==> config.mk <==
export PLATFORM = sky130hd
export DESIGN_NAME = spi_pixel_loader
export DESIGN_NICKNAME = d
export VERILOG_FILES = /design/src/rtl/spi_pixel_loader.sv
export SDC_FILE = /design/constraint.sdc
export NUM_CORES = 1
export LEC_CHECK = 0
export CAP_MARGIN = 10
export CORE_MARGIN = 1
export CORE_UTILIZATION = 50
export CTS_CLUSTER_DIAMETER = 40
export CTS_CLUSTER_SIZE = 8
export DETAILED_ROUTE_END_ITERATION = 10
export DONT_BUFFER_PORTS = 1
export HOLD_SLACK_MARGIN = 0.06
export REMOVE_ABC_BUFFERS = 1
export SLEW_MARGIN = 10
export SYNTH_ARGS = -nofsm -noshare
export SYNTH_HDL_FRONTEND = slang
export SYNTH_SLANG_ARGS = --single-unit
export TNS_END_PERCENT = 1
==> constraint.sdc <==
create_clock -name clk -period 4.35 [get_ports clk]
set_input_delay 0.435 -clock clk [delete_from_list [all_inputs] [get_ports clk]]
set_output_delay 0.435 -clock clk [all_outputs]
set_load 0.005 [all_outputs]
==> src/rtl/spi_pixel_loader.sv <==
// SPI slave (mode 0, MSB first) that assembles GRB pixels into frame-buffer writes.
// Optional MISO status/echo path is built when SPI_LOADER_MISO_EN is defined.
module spi_pixel_loader #(
  parameter int unsigned NUM_LEDS = 160,
  parameter int unsigned ADDR_W   = 8
) (
  input  logic              clk,
  input  logic              rst,
  input  logic              spi_ss,
  input  logic              spi_sck,
  input  logic              spi_mosi,
  output logic              spi_miso,
  output logic              pix_we,
  output logic [ADDR_W-1:0] pix_addr,
  output logic [23:0]       pix_data,
  output logic              frame_commit,
  output logic              overflow
);

  typedef enum logic [2:0] {
    StIdle, StCmd, StAddrHi, StAddrLo, StPixG, StPixR, StPixB, StIgnore
  } state_e;

  localparam logic [ADDR_W:0] NumLedsW  = (ADDR_W+1)'(NUM_LEDS);
  localparam logic [15:0]     NumLeds16 = 16'(NUM_LEDS);
  localparam logic [ADDR_W:0] AddrOne   = (ADDR_W+1)'(1);

  // Synchronizers and edge-detect history
  logic ss_meta_q, ss_sync_q, ss_prev_q;
  logic sck_meta_q, sck_sync_q, sck_prev_q;
  logic mosi_meta_q, mosi_sync_q;

  logic       sck_rise, ss_fall, byte_done;
  logic [7:0] rx_byte;
  logic [2:0] bit_cnt_q;
  logic [6:0] shift_q;

  state_e            state_q, state_d;
  logic [7:0]        addr_hi_q, addr_hi_d;
  logic [ADDR_W:0]   cur_addr_q, cur_addr_d;
  logic [7:0]        g_q, g_d, r_q, r_d;
  logic              pix_we_q, pix_we_d;
  logic [ADDR_W-1:0] pix_addr_q, pix_addr_d;
  logic [23:0]       pix_data_q, pix_data_d;
  logic              frame_commit_q, frame_commit_d;
  logic              overflow_q, overflow_d;
  logic [15:0]       full_addr;

  assign sck_rise  = sck_sync_q & ~sck_prev_q;
  assign ss_fall   = ss_prev_q & ~ss_sync_q;
  assign byte_done = sck_rise & (bit_cnt_q == 3'd7);
  assign rx_byte   = {shift_q, mosi_sync_q};
  assign full_addr = {addr_hi_q, rx_byte};

  // SS history resets low so a select already held low at reset release is not seen as a new frame
  always_ff @(posedge clk) begin
    if (rst) begin
      ss_meta_q   <= 1'b0;
      ss_sync_q   <= 1'b0;
      ss_prev_q   <= 1'b0;
      sck_meta_q  <= 1'b0;
      sck_sync_q  <= 1'b0;
      sck_prev_q  <= 1'b0;
      mosi_meta_q <= 1'b0;
      mosi_sync_q <= 1'b0;
      bit_cnt_q   <= 3'd0;
      shift_q     <= 7'd0;
    end else begin
      ss_meta_q   <= spi_ss;
      ss_sync_q   <= ss_meta_q;
      ss_prev_q   <= ss_sync_q;
      sck_meta_q  <= spi_sck;
      sck_sync_q  <= sck_meta_q;
      sck_prev_q  <= sck_sync_q;
      mosi_meta_q <= spi_mosi;
      mosi_sync_q <= mosi_meta_q;
      if (ss_sync_q) begin
        bit_cnt_q <= 3'd0;
      end else if (sck_rise) begin
        bit_cnt_q <= bit_cnt_q + 3'd1;
      end
      if (sck_rise) begin
        shift_q <= rx_byte[6:0];
      end
    end
  end

  always_ff @(posedge clk) begin
    if (rst) begin
      state_q        <= StIdle;
      addr_hi_q      <= 8'd0;
      cur_addr_q     <= '0;
      g_q            <= 8'd0;
      r_q            <= 8'd0;
      pix_we_q       <= 1'b0;
      pix_addr_q     <= '0;
      pix_data_q     <= 24'd0;
      frame_commit_q <= 1'b0;
      overflow_q     <= 1'b0;
    end else begin
      state_q        <= state_d;
      addr_hi_q      <= addr_hi_d;
      cur_addr_q     <= cur_addr_d;
      g_q            <= g_d;
      r_q            <= r_d;
      pix_we_q       <= pix_we_d;
      pix_addr_q     <= pix_addr_d;
      pix_data_q     <= pix_data_d;
      frame_commit_q <= frame_commit_d;
      overflow_q     <= overflow_d;
    end
  end

  always_comb begin
    state_d        = state_q;
    addr_hi_d      = addr_hi_q;
    cur_addr_d     = cur_addr_q;
    g_d            = g_q;
    r_d            = r_q;
    pix_we_d       = 1'b0;
    pix_addr_d     = pix_addr_q;
    pix_data_d     = pix_data_q;
    frame_commit_d = 1'b0;
    overflow_d     = overflow_q;

    if (byte_done) begin
      case (state_q)
        StCmd: begin
          if (rx_byte == 8'h01) begin
            state_d = StAddrHi;
          end else if (rx_byte == 8'h02) begin
            frame_commit_d = 1'b1;
            overflow_d     = 1'b0;
            state_d        = StIgnore;
          end else begin
            state_d = StIgnore;
          end
        end
        StAddrHi: begin
          addr_hi_d = rx_byte;
          state_d   = StAddrLo;
        end
        StAddrLo: begin
          // Out-of-range start (including discarded high bits) parks at NUM_LEDS
          cur_addr_d = (full_addr >= NumLeds16) ? NumLedsW : full_addr[ADDR_W:0];
          state_d    = StPixG;
        end
        StPixG: begin
          g_d     = rx_byte;
          state_d = StPixR;
        end
        StPixR: begin
          r_d     = rx_byte;
          state_d = StPixB;
        end
        StPixB: begin
          if (cur_addr_q < NumLedsW) begin
            pix_we_d   = 1'b1;
            pix_addr_d = cur_addr_q[ADDR_W-1:0];
            pix_data_d = {g_q, r_q, rx_byte};
            cur_addr_d = cur_addr_q + AddrOne;
          end else begin
            overflow_d = 1'b1;
          end
          state_d = StPixG;
        end
        default: ;
      endcase
    end

    // A byte finishing together with deselect still takes effect above
    if (ss_sync_q) begin
      state_d = StIdle;
    end else if (state_q == StIdle && ss_fall) begin
      state_d = StCmd;
    end
  end

  assign pix_we       = pix_we_q;
  assign pix_addr     = pix_addr_q;
  assign pix_data     = pix_data_q;
  assign frame_commit = frame_commit_q;
  assign overflow     = overflow_q;

`ifdef SPI_LOADER_MISO_EN
  logic       sck_fall;
  logic [7:0] miso_sr_q;
  logic       miso_en_q;
  logic       miso_skip_q;

  assign sck_fall = sck_prev_q & ~sck_sync_q;

  // The falling edge right after a reload must not shift, or the echo MSB is lost
  always_ff @(posedge clk) begin
    if (rst) begin
      miso_sr_q   <= 8'd0;
      miso_en_q   <= 1'b0;
      miso_skip_q <= 1'b0;
    end else if (ss_sync_q) begin
      miso_en_q   <= 1'b0;
      miso_skip_q <= 1'b0;
    end else if (ss_fall) begin
      miso_en_q   <= 1'b1;
      miso_sr_q   <= {7'd0, overflow_q};
      miso_skip_q <= 1'b0;
    end else if (byte_done) begin
      miso_sr_q   <= rx_byte;
      miso_skip_q <= 1'b1;
    end else if (sck_fall) begin
      if (miso_skip_q) begin
        miso_skip_q <= 1'b0;
      end else begin
        miso_sr_q <= {miso_sr_q[6:0], 1'b0};
      end
    end
  end

  assign spi_miso = miso_en_q ? miso_sr_q[7] : 1'bz;
`else
  assign spi_miso = 1'bz;
`endif

endmodule

# Word level (Yosys, flattened, before mapping)

Index checks and enable logic that the tools add are counted.
W data, S select, Z words.

Register bits: 89
Bits in latches: 0
RAM bits: 0
Bits in read-only memories: 0
Logic and storage cells: 79
Memories kept: 0

Add/sub/neg operators: 2
$mul: 0
Div/mod/pow operators: 0
$lt $le $gt $ge: 2
Equality and inequality tests: 13
Shift operators: 0
Multiplexer cells: 13
Bitwise gates (word level): 8
Reduce and logical (&&, ||, !) cells: 20

Operator list:

| operator              | count |
|---|---|
| $mux W9               | 2 |
| $pmux W9 S2           | 1 |
| $ge A16 B8 Y1 const B | 1 |
| $pmux W3 S5           | 1 |
| $eq A3 B3 Y1 const B  | 4 |
| $reduce_and A2 Y1     | 5 |
| $add A9 B1 Y9 const B | 1 |
| $lt A9 B8 Y1 const B  | 1 |
| $eq A8 B1 Y1 const B  | 1 |
| $eq A8 B2 Y1 const B  | 1 |
| $ne A2 B2 Y1 const B  | 4 |
| $mux W1               | 7 |
| $eq A3 B2 Y1 const B  | 2 |
| $reduce_and A3 Y1     | 2 |
| $reduce_bool A2 Y1    | 3 |
| $reduce_bool A6 Y1    | 1 |
| $reduce_or A3 Y1      | 2 |
| $not A1 Y1            | 5 |
| $reduce_and A5 Y1     | 1 |
| $reduce_bool A5 Y1    | 1 |
| $reduce_or A2 Y1      | 2 |
| $reduce_or A4 Y1      | 1 |
| $add A3 B1 Y3 const B | 1 |
| $and A1 B1 Y1         | 3 |
| other kinds (5)       | 5 |

# Longest topological paths before layout

Word-level depth: 5
Depth in mapped cells: 8
Depth with buffers taken out: 6

# Worst setup path after synthesis

OpenSTA, ideal clock, no wires.

Path kind: register -> register
Start: register bit_cnt_q[0]
End: register cur_addr_q[8]
Setup time: 0.086 ns
Data arrival time: 1.895 ns
Data required time: 4.264 ns
Setup slack: 2.368 ns
Cell stages (with the launch flop): 8
Clock period less this slack: 1.982 ns
Cells stage by stage: dfxtp_1 ha_1 ha_1 nand2_1 or3_1 buf_2 or4_1 a221oi_2

Cells in the longest elaborated chain, start to end: 3

RTL lines:

| item                               | line | source |
|---|---|---|
| start: declaration                 | 35   | `logic [2:0] bit_cnt_q;` |
| start signal: assignment           | 80   | `bit_cnt_q <= bit_cnt_q + 3'd1;` |
| $eq A3 B3 Y1                       | 51   | `assign byte_done = sck_rise & (bit_cnt_q == 3'd7);` |
| $and A1 B1 Y1                      | 51   |  |
| $reduce_and A3 Y1 (no source line) | --   |  |
| end signal: assignment             | 103  | `cur_addr_q <= cur_addr_d;` |
| end: declaration                   | 40   | `logic [ADDR_W:0] cur_addr_q, cur_addr_d;` |

Every way passes these cells.
A chain may end at the register's enable or synchronous reset.

# Final worst setup path

Same ends and word-level chain as after synthesis.

==> metrics <==
R2R Path Start=bit_cnt_q[0]; number of port buffers=0; crit path max fanout=9; WS Path Type=register to register; initial antenna violation count=0; most used routing layer in global routing=met2; pin count of the biggest net entering global routing=81; post-CTS resize count=0; internal reg-to-reg setup slack=2180 ps; Detailed Route WL=7170 um; XOR/XNOR share of the synthesized area=0.488%; hold path endpoint=sck_meta_q; share of layout cells above drive strength 1=5.99%; RR Endpoint=cur_addr_q[8]; Tmin final=2170 ps; grt met2 use=33.5%; CTS clk-pin slew, worst paths=90 ps; Clock Latency Late Sink=360 ps; final hold slack=140 ps; RSZ-0062 raised after global routing=no; DR pass1 iterations=4; Worst EP arrival=2440 ps; Avg Synthesized Cell Area=9.42 sq um; # fillers=629; residual DRC count=0; number of core rows=30; total CTS buffers=9; H-tree depth=3; Startpoint Class=register; endpoint type of the worst setup path=register; R2R depth=6; Final Skew=9.74 ps; Synth Flop Type=dfxtp_1; DRT iter0 DRCs=141; met3 usage=4.00%; Die ar.=0.00752 sq mm; Avg WL per Cell=15.5 um; area share of fa/ha/maj cells after synthesis=1.05%; first-pass GRT wire length=11700 um; Slew Limit Fails=0; Synth area leader=dfxtp_1; Synth cell types=50; Final nets=370; Starting Density=52.2%; Max rail drop VDD=0.201 mV; leading post-synthesis cells by cell area=dfxtp_1 (50%), mux2i_1 (16%), nor2_1 (6.5%); post-synthesis compound-gate area fraction=10.8%; Area growth, synth to finish=5.16%; Antenna Nets Post-Route=0; GRT overflow=0; number of synthesized register bits=89; GR Util met1=25.2%; cts hold-fix bufs=0; # IOs=41; Setup WS pre-CTS=2190 ps; Synth Area in Simple Gates=17.8%; root buf cell=clkbuf_8; core area=0.00687 sq mm; worst min-delay path class=input port to register; Setup Viol. Count Final=0; hold path depth=1; post-synthesis sequential area ratio=49.7%; Tot GR Track Use=20.2%; placed wire-length estimate=4510 um; PD cells=364 mW/mm^2; # diodes=0; number of flops mapped to enable cells by yosys=0; status=completed; postcts setup bufs=0; Die Y=86.7 um; worst setup margin=2180 ps; Worst Tran Pin Value=838 ps; Max Freq=461 MHz; Vias=2552; maximum clock path buffer count=2; Max Cap Viol=0; Lkg Pwr=1.37 nW; Setup TNS=0 ps; Mapped Area=0.00359 sq mm; largest family of logic cells by synthesized area=simple AND/OR/NAND/NOR gates; vias in the first global route=2432; fin crit share=49.9%; Fin. Hold Viols=0; gpl congestion=0.913; die span in x=86.7 um; hold wc startpoint=rst; CP Data Required Time=4620 ps; Synth top area share=49.7%; Via-to-Cell Ratio=5.51; synthesis warning total=0; Post-synth ARST share=0%; Relative slew margins=43.7%; mux share of post-synthesis cell area=15.6%; post-synthesis cell count=381; CTS tree=done; clk sink count=89; Total Power=1.37 mW
## stage by stage
step                      cell area (sq um)  instances  utilization, %
after floorplan                        3450        349               -
after global placement                 3580        447            52.2
after detailed placement               3580        447            52.2
after CTS                              3770        463            54.9
after global routing                   3770        463            54.9
final                                  3770        463            54.9
## layout make-up
cell class                 instances  area, sq um  area share (%)
sequential                        89         1780            47.2
multi-input combinational        255         1650            43.7
clock buffer                      11          151            4.01
tap                               96          120            3.18
clock inverter                     5         38.8            1.03
inverter                           5         18.8           0.497
timing repair buffer               2         15.0           0.398
## worst max-delay path by stage
stage | startpoint | end | slack, ps | cells after the start
2_1_floorplan | bit_cnt_q[0] | pix_addr[0] | 1420 | 6
3_3_place_gp | sck_prev_q | cur_addr_q[8] | 2220 | 4
3_5_place_dp | bit_cnt_q[0] | pix_data[17] | 2190 | 7
4_1_cts | bit_cnt_q[0] | pix_data[17] | 2170 | 7
5_1_grt | state_q[2] | pix_data[8] | 1970 | 5
6_report | bit_cnt_q[0] | cur_addr_q[8] | 2180 | 6
## logic make-up after synthesis
family,Yosys count
muxes,56
buffers and inverters,37
adders and majority gates,3
DFF,89
AOI/OAI and AO/OA,58
and+or+nand+nor,135
xor gates and xnor gates,2
other,1
## routing by layer
| layer | routed length (um) | up-vias |
|---|---|---|
| met5 | 0 | - |
| met4 | 78 | 0 |
| met3 | 249 | 8 |
| met2 | 3420 | 56 |
| met1 | 3430 | 1208 |
| li1 | - | 1280 |
## flip-flops by register name, summed over array words and instances, names as in the netlist, 3 cells and up
name,count
cur_addr_q,9
addr_hi_q,8
shift_q,7
state_q,3
r_q,8
bit_cnt_q,3
pix_data,24
g_q,8
pix_addr,8
## critical path, cell delays in order (launching register included)
cell	delay, ps
dfxtp_1	360
ha_1	160
ha_1	170
nand2_1	80
or3_1	520
or4_1	580
a221oi_2	220
## synthesized netlist by cell type (3+ instances only)
| master | count |
|---|---|
| nand3_1 | 6 |
| o41ai_1 | 4 |
| mux2i_1 | 56 |
| nor2_1 | 62 |
| o211ai_1 | 4 |
| buf_4 | 4 |
| ha_1 | 3 |
| a21oi_1 | 20 |
| buf_2 | 4 |
| o21ai_0 | 10 |
| nand2_1 | 29 |
| clkbuf_1 | 24 |
| nor3_1 | 5 |
| nor4_1 | 4 |
| dfxtp_1 | 89 |
| inv_1 | 5 |
| nor2b_1 | 10 |
## placed cells by master (no fill, tap or decap), drive strengths merged, types with 2 or more instances in the layout
master  instances
a31oi           2
nor2           62
a211o           2
o211ai          4
clkinv          4
ha              3
and3b           2
nor3            5
mux2i          56
nand3b          2
nand2          29
and4            2
nand3           6
a211oi          2
o41ai           4
clkbuf         11
dfxtp          89
o21ai          10
xnor2           2
and2            2
a21oi          20
buf             2
nor4            5
nor2b          10
or3             2
inv             6
## where the power goes
part | internal, mW | switching [mW]
sequential | 0.818 | 0.00520
clock | 0.243 | 0.292
combinational | 0.00731 | 0.00851
total | 1.07 | 0.306
Note: power is estimated with default switching activity, not from simulation.
==> patch: new RTL, same flow settings <==
The parameter `ADDR_W` goes from 8 to 10.
--- a/src/rtl/spi_pixel_loader.sv
+++ b/src/rtl/spi_pixel_loader.sv
@@ -3,5 +3,5 @@
 module spi_pixel_loader #(
   parameter int unsigned NUM_LEDS = 160,
-  parameter int unsigned ADDR_W   = 8
+  parameter int unsigned ADDR_W   = 10
 ) (
   input  logic              clk,
Ports: changed (resized pix_addr); port bits go from 41 to 43. The function was not compared with the original's and may differ.
==> patch against the original RTL <==
- final area rose by 4.6%
- wire length rose by 3.6%
- setup slack got worse by 0.55 ns
- critical endpoint is now pix_data[20]$_SDFFE_PP0P_
- global-route usage fell by 0.28 points
- clock skew rose by 0.0042 ns
- power rose by 6.8%
- largest cell class unchanged
- synthesized area rose by 6.5%
- sequential cell count rose by 4
==> patch: results (changes against the original RTL) <==
Slowest CP cell: nand4_2
Vias in the first global route: 2305 (-5.2%)
Syn Inst Count: 393 (+3.1%)
Final Hold Fails: 0 (unchanged)
Dpl cells: 461 (+3.1%)
H-tree depth: 3 (unchanged)
Clock latency on the worst-skew pair: 0.37 ns
Unique masters post-synth: 57 (+14%)
Initial antenna violation count: 0 (unchanged)
Vias per inst: 5.49 (-0.31%)
Root Driver: clkbuf_8
Slew Viols, Final: 0 (unchanged)
Worst r2r src: bit_cnt_q[0]$_SDFFE_PP0P_
Reg2reg end: pix_data[20]$_SDFFE_PP0P_
Arrival time worst endpoint: 2.98 ns (+0.54 ns)
Starting DRT DRC Count: 87 (-38%)
Setup Skew: 0.0140 ns (+0.00422 ns)
Max incr delay on CP: 0.77 ns (+0.19 ns)
Area of the multi-input gates: 1730 sq um (+5.2%)
Outcome: complete, no violations
Pleak: 1.77 nW (+29%)
Synth top cells by count: 93 x dfxtp_1, 64 x nor2_1, 56 x mux2i_1
First-pass GRT wire length: 11.6 mm (-0.64%)
Via Count: 2621 (+2.7%)
Family with the most delay on the worst path: simple AND/OR/NAND/NOR gates
Hold Path Depth: 1 (unchanged)
Syn. warnings: 0 (unchanged)
Seq/Total Area, Yosys: 48.7% (-0.91 points)
Fin nets: 381 (+3.0%)
Final HPWL DP: 4.75 mm (+5.2%)
FILL cells: 659 (+4.8%)
Peak supply drop: 0.204 mV (+1.4%)
Worst Hold Launch: rst
Crit-path max FO: 22 (+13)
Worst-Margin Slew: 0.960 ns (+0.122 ns)
Synth top area cells: dfxtp_1 49%, mux2i_1 15%, nor2_1 6.3%
Max Buffers Root-to-Sink: 2 (unchanged)
Reg2Reg Setup Slack: 1.63 ns (-0.55 ns)
Largest register FFs: 24 (unchanged)
Drt first pass iters: 4 (unchanged)
Worst r2r path cells: 7 (+1)
Share of layout cells above drive strength 1: 8.73% (+2.7 points)
Post-CTS resize count: 0 (unchanged)
Overall routed net length: 7.43 mm (+3.6%)
Largest net degree at the start of global routing: 83 (+2.5%)
Final GP Congestion: 0.871 (-4.6%)
Total GRT Usage: 19.9% (-0.28 points)
Hold Path End: g_q[4]$_SDFFE_PP0P_
patch: cell types whose count changed after synthesis, sizes merged, moves of 3 or more:
cell / change
buf: +10
o41ai: -4
a211oi: +3
nor2: +3
and3: +5
dfxtp: +4
clkbuf: -10
patch: area by class of cell:
class / count / share of cell area [%]
repair buffers: 1 / 0.190
flip-flops and latches: 93 / 47.2
multi-input cells: 265 / 43.9
inverters: 3 / 0.285
clock buffers: 11 / 3.84
well taps: 99 / 3.14
clock inverters: 5 / 1.43
patch: power breakdown:
| part | leakage [nW] | switching [W] | internal [W] |
|---|---|---|---|
| registers | 0.750 | 0.00000584 | 0.000855 |
| clock network | 0.106 | 0.000295 | 0.000297 |
| logic | 0.913 | 0.00000871 | 0.00000697 |
| total | 1.77 | 0.000310 | 0.00116 |
patch: layer usage:
metal	GRT usage (%)	up-vias	part of all wire (%)
li1	-	1308	-
met1	26.3	1240	47
met2	29.8	60	45
met3	4.99	13	4.5
met4	11.4	0	2.7
met5	0	-	0
patch: worst max-delay path by stage:
stage | to | slack (ns) | depth (start not counted)
2_1_floorplan | pix_addr[8]$_SDFFE_PP0P_ | 1.90 | 5
3_3_place_gp | pix_addr[1]$_SDFFE_PP0P_ | 1.67 | 7
3_5_place_dp | pix_data[20]$_SDFFE_PP0P_ | 1.61 | 7
4_1_cts | pix_addr[3]$_SDFFE_PP0P_ | 1.60 | 7
5_1_grt | pix_data[20]$_SDFFE_PP0P_ | 1.38 | 7
6_report | pix_data[20]$_SDFFE_PP0P_ | 1.63 | 7
patch: logic make-up (layout without fill, tap and decap cells):
family	after synthesis	in the layout	share of synthesized area, %
simple gates	148	148	19.5
flops	93	93	48.7
mux	56	56	14.7
compound gates	55	55	9.53
buf+inv	35	20	5.86
fa+ha+maj	3	3	0.983
xor+xnor	2	2	0.655
other cells	1	1	0.0982
patch: metrics by stage:
| stage | util, % | power (W) | hold slack (ns) | worst slack (ns) | cell area (sq um) |
|---|---|---|---|---|---|
| CTS | 53.8 | 0.00149 | 0.113 | 1.60 | 3950 |
| floorplan | - | 0.000892 | 0.414 | 1.90 | 3610 |
| detailed placement | 51.0 | 0.000897 | 0.423 | 1.61 | 3740 |
| global placement | 51.0 | 0.000896 | 0.419 | 1.67 | 3740 |
| finish | 53.8 | 0.00147 | 0.130 | 1.63 | 3950 |
| global route | 53.8 | 0.00152 | 0.111 | 1.38 | 3950 |
